$ cat config.mk
export PLATFORM = sky130hd
export DESIGN_NAME = vend_sequencer
export DESIGN_NICKNAME = d
export VERILOG_FILES = /design/src/rtl/food_seller_pkg.sv /design/src/rtl/vend_stock_table.sv /design/src/rtl/vend_sequencer.sv
export SDC_FILE = /design/constraint.sdc
export NUM_CORES = 1
export LEC_CHECK = 0
export ABC_AREA = 1
export CAP_MARGIN = 40
export CORE_UTILIZATION = 35
export DETAILED_ROUTE_END_ITERATION = 7
export MAX_ROUTING_LAYER = met4
export SYNTH_ARGS = -nofsm -noshare
export SYNTH_HDL_FRONTEND = slang
export SYNTH_SLANG_ARGS = --single-unit
$ cat constraint.sdc
create_clock -name clk -period 2.5 [get_ports clk]
set_input_delay 0.5 -clock clk [delete_from_list [all_inputs] [get_ports clk]]
set_output_delay 0.5 -clock clk [all_outputs]
set_load 0.005 [all_outputs]
$ cat src/rtl/food_seller_pkg.sv
// Shared types and tables for the food seller transaction controller.
// Contents:
//   state_e    - sequencer FSM states
//   status_e   - one-cycle status codes driven on vend_sequencer.status
//   NUM_ITEMS  - number of sellable items (codes 1..7, code 0 = no selection)
//   price()    - fixed price table indexed by item code
package food_seller_pkg;

  typedef enum logic [2:0] {
    IDLE     = 3'd0,
    COLLECT  = 3'd1,
    CHECK    = 3'd2,
    DISPENSE = 3'd3,
    CHANGE   = 3'd4
  } state_e;

  typedef enum logic [1:0] {
    STATUS_OK       = 2'd0,
    STATUS_SOLD_OUT = 2'd1,
    STATUS_NO_FUNDS = 2'd2,
    STATUS_COIN_REJ = 2'd3
  } status_e;

  localparam int NUM_ITEMS = 7;

  // Item 0 is "no selection" and has no price.
  function automatic logic [2:0] price(input logic [2:0] item);
    case (item)
      3'd1:    price = 3'd3;
      3'd2:    price = 3'd4;
      3'd3:    price = 3'd5;
      3'd4:    price = 3'd6;
      3'd5:    price = 3'd2;
      3'd6:    price = 3'd7;
      3'd7:    price = 3'd1;
      default: price = 3'd0;
    endcase
  endfunction

endpackage

$ cat src/rtl/vend_stock_table.sv
// Per-item stock counters for the food seller.
// Ports:
//   clk, rst       - clock, asynchronous active-high reset (stock -> STOCK_INIT)
//   dec_valid      - take one unit of dec_item (ignored if that item is empty)
//   dec_item       - item code to decrement (1..7)
//   restock_valid  - reload restock_item to STOCK_INIT; beats a same-cycle decrement
//   restock_item   - item code to reload (0 ignored)
//   available      - registered bitmap, bit i-1 set when item i has stock
module vend_stock_table
  import food_seller_pkg::*;
#(
  parameter int ITEM_W     = 3,
  parameter int STOCK_W    = 2,
  parameter int STOCK_INIT = 3
) (
  input  logic                 clk,
  input  logic                 rst,
  input  logic                 dec_valid,
  input  logic [ITEM_W-1:0]    dec_item,
  input  logic                 restock_valid,
  input  logic [ITEM_W-1:0]    restock_item,
  output logic [NUM_ITEMS-1:0] available
);

  logic [STOCK_W-1:0] stock_q [NUM_ITEMS];
  logic [STOCK_W-1:0] stock_d [NUM_ITEMS];

  // Array slot i holds item code i+1, so code 0 never matches any slot.
  always_comb begin
    for (int i = 0; i < NUM_ITEMS; i++) begin
      stock_d[i] = stock_q[i];
      if (restock_valid && restock_item == ITEM_W'(i + 1)) begin
        stock_d[i] = STOCK_W'(STOCK_INIT);
      end else if (dec_valid && dec_item == ITEM_W'(i + 1) && stock_q[i] != '0) begin
        stock_d[i] = stock_q[i] - STOCK_W'(1);
      end
    end
  end

  // available is built from the next-state counts so it always agrees
  // with the stock registers in the same cycle.
  always_ff @(posedge clk or posedge rst) begin
    if (rst) begin
      for (int i = 0; i < NUM_ITEMS; i++) begin
        stock_q[i]   <= STOCK_W'(STOCK_INIT);
        available[i] <= (STOCK_INIT != 0);
      end
    end else begin
      for (int i = 0; i < NUM_ITEMS; i++) begin
        stock_q[i]   <= stock_d[i];
        available[i] <= (stock_d[i] != '0);
      end
    end
  end

endmodule

$ cat src/rtl/vend_sequencer.sv
// Transaction controller for the food seller: collects coins into a credit,
// validates a selection against price and stock, sequences dispense and
// change return, and owns the stock table.
// Ports:
//   clk, rst                    - clock, asynchronous active-high reset
//   coin_valid, coin_value      - coin strobe and value 1..7 (0 ignored)
//   choice_valid, choice        - selection strobe and item (0 ignored)
//   cancel                      - abort and return all credit
//   restock_valid, restock_item - reload one item's stock
//   item, item_valid            - dispense strobe, item is 0 when not dispensing
//   change, change_valid        - change chunk, 0 when not valid
//   credit                      - current credit
//   available                   - bit i-1 set when item i is in stock
//   status                      - one-cycle flag: OK / SOLD_OUT / NO_FUNDS / COIN_REJ
//   busy                        - FSM is in CHECK, DISPENSE or CHANGE
//   dbg_state                   - current FSM state, for observation only
// Handshake: every input is a single-cycle valid strobe with no ready; a strobe
// is consumed or dropped in the cycle it is sampled and is never held over.
// Every output is a register.
module vend_sequencer
  import food_seller_pkg::*;
#(
  parameter int ITEM_W       = 3,
  parameter int CREDIT_W     = 5,
  parameter int MAX_CREDIT   = 31,
  parameter int STOCK_W      = 2,
  parameter int STOCK_INIT   = 3,
  parameter int DISPENSE_CYC = 2
) (
  input  logic                 clk,
  input  logic                 rst,
  input  logic                 coin_valid,
  input  logic [2:0]           coin_value,
  input  logic                 choice_valid,
  input  logic [ITEM_W-1:0]    choice,
  input  logic                 cancel,
  input  logic                 restock_valid,
  input  logic [ITEM_W-1:0]    restock_item,
  output logic [ITEM_W-1:0]    item,
  output logic                 item_valid,
  output logic [2:0]           change,
  output logic                 change_valid,
  output logic [CREDIT_W-1:0]  credit,
  output logic [NUM_ITEMS-1:0] available,
  output logic [1:0]           status,
  output logic                 busy,
  output state_e               dbg_state
);

  localparam int CNT_W = (DISPENSE_CYC > 1) ? $clog2(DISPENSE_CYC) : 1;

  state_e              state_q, state_d;
  logic [ITEM_W-1:0]   sel_q, sel_d;
  logic [CNT_W-1:0]    disp_cnt_q, disp_cnt_d;
  logic [CREDIT_W-1:0] credit_d;
  logic [ITEM_W-1:0]   item_d;
  logic                item_valid_d;
  logic [2:0]          change_d;
  logic                change_valid_d;
  status_e             status_d;
  logic                dec_valid;

  // One extra bit so a coin pushing the credit past the ceiling is visible.
  logic [CREDIT_W:0]   coin_sum;
  logic                coin_present;
  logic                coin_fits;
  logic [2:0]          chunk;
  logic [NUM_ITEMS:0]  avail_ext;

  assign coin_present = coin_valid && (coin_value != 3'd0);
  assign coin_sum     = {1'b0, credit} + (CREDIT_W + 1)'(coin_value);
  assign coin_fits    = (coin_sum <= (CREDIT_W + 1)'(MAX_CREDIT));
  assign chunk        = (credit > CREDIT_W'(7)) ? 3'd7 : credit[2:0];
  // Shifted by one so the item code indexes it directly.
  assign avail_ext    = {available, 1'b0};
  assign dbg_state    = state_q;

  always_comb begin
    state_d        = state_q;
    sel_d          = sel_q;
    disp_cnt_d     = disp_cnt_q;
    credit_d       = credit;
    item_d         = '0;
    item_valid_d   = 1'b0;
    change_d       = 3'd0;
    change_valid_d = 1'b0;
    status_d       = STATUS_OK;
    dec_valid      = 1'b0;

    // Outside IDLE/COLLECT a coin is never taken; flag it. CHECK may
    // overwrite this below with its own failure code.
    if (coin_present && (state_q == CHECK || state_q == DISPENSE || state_q == CHANGE)) begin
      status_d = STATUS_COIN_REJ;
    end

    case (state_q)
      IDLE: begin
        if (coin_present) begin
          if (coin_fits) begin
            credit_d = coin_sum[CREDIT_W-1:0];
            state_d  = COLLECT;
          end else begin
            status_d = STATUS_COIN_REJ;
          end
        end
      end

      COLLECT: begin
        // A same-cycle coin lands before cancel or choice is acted on.
        if (coin_present) begin
          if (coin_fits) credit_d = coin_sum[CREDIT_W-1:0];
          else           status_d = STATUS_COIN_REJ;
        end
        if (cancel) begin
          state_d = (credit_d == '0) ? IDLE : CHANGE;
        end else if (choice_valid && choice != '0) begin
          sel_d   = choice;
          state_d = CHECK;
        end
      end

      CHECK: begin
        if (!avail_ext[3'(sel_q)]) begin
          status_d = STATUS_SOLD_OUT;
          state_d  = COLLECT;
        end else if (credit < CREDIT_W'(price(3'(sel_q)))) begin
          status_d = STATUS_NO_FUNDS;
          state_d  = COLLECT;
        end else begin
          credit_d     = credit - CREDIT_W'(price(3'(sel_q)));
          dec_valid    = 1'b1;
          item_d       = sel_q;
          item_valid_d = 1'b1;
          disp_cnt_d   = CNT_W'(DISPENSE_CYC - 1);
          state_d      = DISPENSE;
        end
      end

      DISPENSE: begin
        // item_valid was raised on entry; disp_cnt counts the cycles left.
        if (disp_cnt_q == '0) begin
          state_d = (credit != '0) ? CHANGE : IDLE;
        end else begin
          disp_cnt_d   = disp_cnt_q - CNT_W'(1);
          item_d       = sel_q;
          item_valid_d = 1'b1;
        end
      end

      CHANGE: begin
        change_d       = chunk;
        change_valid_d = 1'b1;
        credit_d       = credit - CREDIT_W'(chunk);
        if (credit <= CREDIT_W'(7)) state_d = IDLE;
      end

      default: state_d = IDLE;
    endcase
  end

  always_ff @(posedge clk or posedge rst) begin
    if (rst) begin
      state_q      <= IDLE;
      sel_q        <= '0;
      disp_cnt_q   <= '0;
      credit       <= '0;
      item         <= '0;
      item_valid   <= 1'b0;
      change       <= 3'd0;
      change_valid <= 1'b0;
      status       <= STATUS_OK;
      busy         <= 1'b0;
    end else begin
      state_q      <= state_d;
      sel_q        <= sel_d;
      disp_cnt_q   <= disp_cnt_d;
      credit       <= credit_d;
      item         <= item_d;
      item_valid   <= item_valid_d;
      change       <= change_d;
      change_valid <= change_valid_d;
      status       <= status_d;
      busy         <= (state_d == CHECK) || (state_d == DISPENSE) || (state_d == CHANGE);
    end
  end

  vend_stock_table #(
    .ITEM_W    (ITEM_W),
    .STOCK_W   (STOCK_W),
    .STOCK_INIT(STOCK_INIT)
  ) u_stock (
    .clk          (clk),
    .rst          (rst),
    .dec_valid    (dec_valid),
    .dec_item     (sel_q),
    .restock_valid(restock_valid),
    .restock_item (restock_item),
    .available    (available)
  );

endmodule

After elaboration in Yosys (flattened, before gate mapping)
Cells that the tools add are included.
- bits in registers: 44
- bits of input ports: 15
- output and inout bits: 26
- add/sub/neg operators: 11
- magnitude comparators: 5
- equal/unequal tests: 23
- mux-type cells: 61
- bitwise logic cells: 1
- reduce and logical (&&, ||, !) cells: 53
- operators by type and width (operator ; number):
    $mux 3 ; 18
    $mux 2 ; 21
    $eq 3x3->1 const B ; 10
    $reduce_bool 2->1 ; 15
    $mux 5 ; 5
    $eq 3x2->1 const B ; 8
    $logic_and 1x1->1 ; 24
    $pmux 3 s7 ; 1
    $pmux 5 s4 ; 1
    $pmux 3 s5 ; 1
    $sub 2x1->2 const B ; 7
    $sub 5x3->5 ; 2
    $eq 3x1->1 const B ; 3
    $mux 1 ; 9
    $reduce_and 3->1 ; 3
    $add 5x3->6 ; 1
    $le 6x5->1 const B ; 1
    $pmux 3 s2 ; 1
    $reduce_bool 3->1 ; 2
    $gt 5x3->1 const B ; 1
    $le 5x3->1 const B ; 1
    $logic_not 5->1 ; 1
    $lt 5x3->1 ; 1
    $reduce_bool 5->1 ; 1
    other kinds (12) ; 16

Depth between registers and ports, before layout
- depth after elaboration: 13
- depth in mapped cells: 16
- depth with buffers taken out: 16

Hierarchy
From an unflattened synthesis, not the netlist that was laid out.
- cells, all modules: 395
- area total of the unflattened synthesis: 2944.1 um^2
- by module, submodules not included (module ; times used ; cells each ; area each (um^2) ; seq. area each (um^2)):
    vend_sequencer ; 1 ; 227 ; 1696.6 ; 575.6
    vend_stock_table ; 1 ; 168 ; 1247.4 ; 551.8

Worst setup path after synthesis
Ideal clock, no wire load.
- kind: reg-to-reg
- start: reg sel_q[2]
- end: reg u_stock.available[1]
- setup time: 84 ps
- arrival: 1942 ps
- data required time: 2416 ps
- setup slack: 474 ps
- cell stages (with the launch flop): 15
- clock period less this slack: 2026 ps
- path through: dfrtp_1 -> inv_1 -> nor2_1 -> inv_1 -> nand2_1 -> inv_1 -> ha_1 -> a21oi_1 -> nand3_1 -> nand2_2 -> inv_4 -> buf_6 -> nand4_1 -> nand2_1 -> nand3b_1
- word-level cells in the longest chain between the ends: 13
- elaborated cells on any way between the ends: 21
- classes of those cells: order compare: 1; eq/ne: 7; mux: 10; reduce/logical: 3
- RTL lines (item ; line ; source):
    start: declaration ; vend_sequencer.sv:53 ; logic [ITEM_W-1:0] sel_q, sel_d;
    start signal: assignment ; vend_sequencer.sv:175 ; sel_q <= sel_d;
    $eq 3x3->1, or another cell as far along ; food_seller_pkg.sv:28 ; case (item)
    $pmux 3 s7 ; food_seller_pkg.sv:28 ;
    $mux 3 ; vend_sequencer.sv:123 ; if (!avail_ext[3'(sel_q)]) begin
    $mux 3 ; vend_sequencer.sv:96 ; case (state_q)
    $lt 5x3->1 ; vend_sequencer.sv:126 ; end else if (credit < CREDIT_W'(price(3'(sel_q)))) begin
    $mux 1 ; vend_sequencer.sv:126 ;
    $mux 1 ; vend_sequencer.sv:123 ;
    $mux 1 ; vend_sequencer.sv:96 ;
    $logic_and 1x1->1 (*) (2 in a row) ; vend_stock_table.sv:34 ; end else if (dec_valid && dec_item == ITEM_W'(i + 1) && stock_q[i] != '0) begin
    $mux 2 (*) ; vend_stock_table.sv:34 ;
    $mux 2 (*) ; vend_stock_table.sv:32 ; if (restock_valid && restock_item == ITEM_W'(i + 1)) begin
    $reduce_bool 2->1 (*) ; vend_stock_table.sv:51 ; available[i] <= (stock_d[i] != '0);
    end signal: indexed assignment ; vend_stock_table.sv:46 ; available[i] <= (STOCK_INIT != 0);
    end signal: indexed assignment ; vend_stock_table.sv:51 ;
    end: declaration ; vend_stock_table.sv:22 ; output logic [NUM_ITEMS-1:0] available
Every way passes the cells marked *; elsewhere a longest branch is shown, timed or not. The select of a mux whose other input is x is not followed.
A chain may end at the register's enable or synchronous reset.

Worst setup path after layout
- start: reg sel_q[0]
- end: reg busy
- word-level cells in the longest chain between the ends: 11
- elaborated cells on any way between the ends: 21
- classes of those cells: order compare: 1; eq/ne: 10; mux: 8; reduce/logical: 2
- RTL lines (item ; line ; source):
    $eq 3x3->1, or another cell as far along ; food_seller_pkg.sv:28 ;
    $pmux 3 s7 ; food_seller_pkg.sv:28 ;
    $mux 3 ; vend_sequencer.sv:123 ;
    $mux 3 ; vend_sequencer.sv:96 ;
    $lt 5x3->1 ; vend_sequencer.sv:126 ;
    $mux 2 ; vend_sequencer.sv:126 ;
    $mux 2 (*) ; vend_sequencer.sv:123 ;
    $pmux 3 s5 (*) ; vend_sequencer.sv:96 ;
    $eq 3x2->1 ; vend_sequencer.sv:183 ; busy <= (state_d == CHECK) || (state_d == DISPENSE) || (state_d == CHANGE);
    $logic_or 1x1->1 ; vend_sequencer.sv:183 ;
    $logic_or 1x1->1 (*) ; vend_sequencer.sv:183 ;
    end signal: assignment ; vend_sequencer.sv:183 ;
    end: declaration ; vend_sequencer.sv:46 ; output logic busy,
Marked as above.

==> run metrics <==
Max Buffers Root-to-Sink 2; Die Span Y 92.5 µm; TritonCTS clock tree built; Row Count 32; TritonCTS sink count 44; launch instance of the worst register-to-register path sel_q[0]; Tightest Hold Check Type reg2reg; total core area 7810 µm²; library cell with the highest instance count after synthesis sky130_fd_sc_hd__nand2_1; Synth Cell Area 2870 µm²; fmax 450 MHz; effective utilization at floorplan 36.7%; number of buffers inserted by hold repair at cts 0; number of I/O port buffers 40; origin of the worst min-delay path disp_cnt_q; leak pwr 1.95 nW; number of nets in the synthesized netlist 427; Synth async-reset ratio 100%; Slew Limit Headroom 52.1%; EDFF count, synth 0; count of different cell masters after synthesis 34; element type at the critical path start flop; critical path data arrival time 2390 ps; total die area 8550 µm²; total power divided by cell area 1040 nW/µm²; Final Instance Area 3540 µm²; register-to-register setup slack 280 ps; final routed DRC violation total 0; sum of negative setup slack 0 ps; maxcap violations 0; largest net degree at the start of global routing 27; placed standard-cell area 3450 µm²; antenna violations before repair 0; peak ir drop on the vdd network 323 µV; GRT Total Usage 16.8%; Post-Synthesis Mean Instance Area 7.24 µm²; total of cells resized after clock tree synthesis 0; Worst Slack Setup Final 279 ps; cell type with the largest total area after synthesis sky130_fd_sc_hd__dfrtp_1; most frequently used flop master after synthesis sky130_fd_sc_hd__dfrtp_1; flop and latch count out of synthesis 44; unrepaired setup endpoints after global routing no; drt pass-1 iters 4; count of H-tree levels built during CTS 2; Worst-path clk slew 90 ps; outcome completed; Yosys warnings 0; wire length reported by the detailed router 6460 µm; worst setup path start sel_q[0]; count of buffering cells on the critical path with inverters included 3; number of vias per cell 4.74; cell at the root of the clock tree sky130_fd_sc_hd__clkbuf_8; final max-slew violation count 0; number of global-route vias before repair 2,471; Seq/Total Area, Yosys 39.3%; layout-stage area growth over the synthesis result 23.6%; endpoint class of the critical path flop; measured slew at the worst slew-check pin 715 ps; filler cell count in the final layout 806; synthesized netlist cell count 396; share of post-route cells with drive strength above 1 12.2%; fraction of synthesized cell area taken by the top area cell type 20.1%; setup slack after placement 24.9 ps; vias 2,612; Final period util 88.8%; family with the most delay on the worst path simple AND/OR/NAND/NOR gates; Clock Skews 6.51 ps; Clk Latency, worst-skew pair 300 ps; number of nets still failing antenna checks after routing 0; crit-path cells nor2_1 -> inv_1 -> nand2_1 -> inv_1 -> ha_1 -> a21oi_1 -> nand3_1 -> nand2_2 -> inv_4 -> nand2_4 -> nand2_1 -> nor2_1 -> nand3_1; wire length of the first global-routing pass 11,200 µm; Diodes inserted 0; Horiz. Die Dim 92.5 µm; number of buffers created by CTS 5; number of setup violations in the final report 0; setup repair bufs after CTS 0; I/O pin cnt 41; peak per-stage delay on the critical path 480 ps; violation count after the first detailed-routing iteration 130; maximum fanout along the worst path 7; count of nets after finishing 479; final count of hold timing violations 0; slowest library cell on the worst path sky130_fd_sc_hd__dfrtp_2; Commonest cells post-synth 110 x sky130_fd_sc_hd__nand2_1, 77 x sky130_fd_sc_hd__inv_1, 45 x sky130_fd_sc_hd__nand3_1, 26 x sky130_fd_sc_hd__nor2_1, 23 x sky130_fd_sc_hd__dfrtp_1; critical path class reg2reg; Placer Congestion 0.847; average detailed-routed wire length per instance 11.7 µm; grt ovf 0; placed wire-length estimate after detailed placement 5160 µm; Required @ worst endpoint 2670 ps; post-route minimum period 2220 ps; cells taking the most area after synthesis sky130_fd_sc_hd__dfrtp_1 20%, sky130_fd_sc_hd__dfstp_2 19%, sky130_fd_sc_hd__nand2_1 14%, sky130_fd_sc_hd__inv_1 10%, sky130_fd_sc_hd__nand3_1 7.9%
[worst min-delay path: stages, from the launching register on]
cell                      delay [ps]
sky130_fd_sc_hd__dfrtp_1         350
sky130_fd_sc_hd__nand2_1          50
sky130_fd_sc_hd__nand2_1          50
[registers in the layout, indices dropped and copies added, names as in the netlist]
register	cells
change	3
credit	5
dbg_state	3
item_valid	1
sel_q	3
change_valid	1
u_stock.stock_q	14
item	3
disp_cnt_q	1
busy	1
u_stock.available	7
status	2
[metrics by stage]
stage | utilization [%] | power [mW] | hold slack, ps | std cells
finish | 45.4 | 3.67 | 476 | 551
global route | 45.4 | 4.09 | 507 | 551
CTS | 45.4 | 3.72 | 481 | 551
detailed placement | 44.2 | 3.25 | 458 | 543
global placement | 44.2 | 3.21 | 457 | 543
floorplan | - | 2.59 | 442 | 396
[routing by layer]
layer | part of all wire [%] | GRT usage (%) | vias to the layer above
li1 | - | - | 1363
met1 | 46 | 21.3 | 1176
met3 | 4.9 | 3.53 | 9
met5 | 0 | - | -
met2 | 48 | 27.8 | 64
met4 | 1.2 | 3.26 | 0
[layout make-up]
class | count | area, µm² | area share (%)
Inverter | 82 | 310 | 8.76
Tap cell | 102 | 128 | 3.60
Multi-Input combinational cell | 265 | 1390 | 39.2
Timing Repair Buffer | 50 | 500 | 14.1
Sequential cell | 44 | 1130 | 31.9
Clock inverter | 3 | 18.8 | 0.530
Clock buffer | 5 | 68.8 | 1.94
[cell usage in the layout (no fill, tap or decap), types with 2 or more instances in the layout]
master / Yosys / routed
sky130_fd_sc_hd__nor2_1: 26 / 26
sky130_fd_sc_hd__dfstp_2: 21 / 21
sky130_fd_sc_hd__buf_4: 1 / 8
sky130_fd_sc_hd__clkdlybuf4s50_1: 0 / 40
sky130_fd_sc_hd__buf_12: 0 / 2
sky130_fd_sc_hd__nor2_4: 2 / 2
sky130_fd_sc_hd__inv_1: 77 / 76
sky130_fd_sc_hd__nand3_2: 3 / 3
sky130_fd_sc_hd__ha_1: 14 / 14
sky130_fd_sc_hd__o22ai_1: 2 / 2
sky130_fd_sc_hd__nand3_1: 45 / 45
sky130_fd_sc_hd__clkinvlp_4: 0 / 2
sky130_fd_sc_hd__nand4_1: 13 / 13
sky130_fd_sc_hd__a21oi_1: 7 / 7
sky130_fd_sc_hd__dfrtp_1: 23 / 22
sky130_fd_sc_hd__fa_1: 2 / 2
sky130_fd_sc_hd__xor2_1: 2 / 2
sky130_fd_sc_hd__nand2_2: 2 / 2
sky130_fd_sc_hd__clkbuf_8: 0 / 5
sky130_fd_sc_hd__o211ai_1: 3 / 3
sky130_fd_sc_hd__clkinv_1: 0 / 2
sky130_fd_sc_hd__nand2_1: 110 / 110
sky130_fd_sc_hd__inv_2: 4 / 4
sky130_fd_sc_hd__o21ai_0: 15 / 15
sky130_fd_sc_hd__nor3_1: 8 / 8
[report_power, final]
group	leakage (nW)	switching, mW	internal [mW]
combinational	1.39	1.26	0.817
sequential	0.522	0.208	0.947
clock	0.0378	0.249	0.193
total	1.95	1.71	1.96
[final timing paths]
kind,to,depth (start not counted)
max,busy,13
min,disp_cnt_q,2
max reg2reg,busy,13
min reg2reg,disp_cnt_q,2
max in group asynchronous,u_stock.available[2],3
min in group asynchronous,dbg_state[1],2
[cell families (layout without fill, tap and decap cells)]
group	after synthesis	in the layout	share of synthesized area (%)
fa+ha+maj	16	16	7.51
simple gates	213	213	33.3
buf+inv	87	140	12.2
flops	44	44	39.3
xor+xnor	2	2	0.611
compound gates	34	34	7.03
Power figures use the tool's default switching activity.
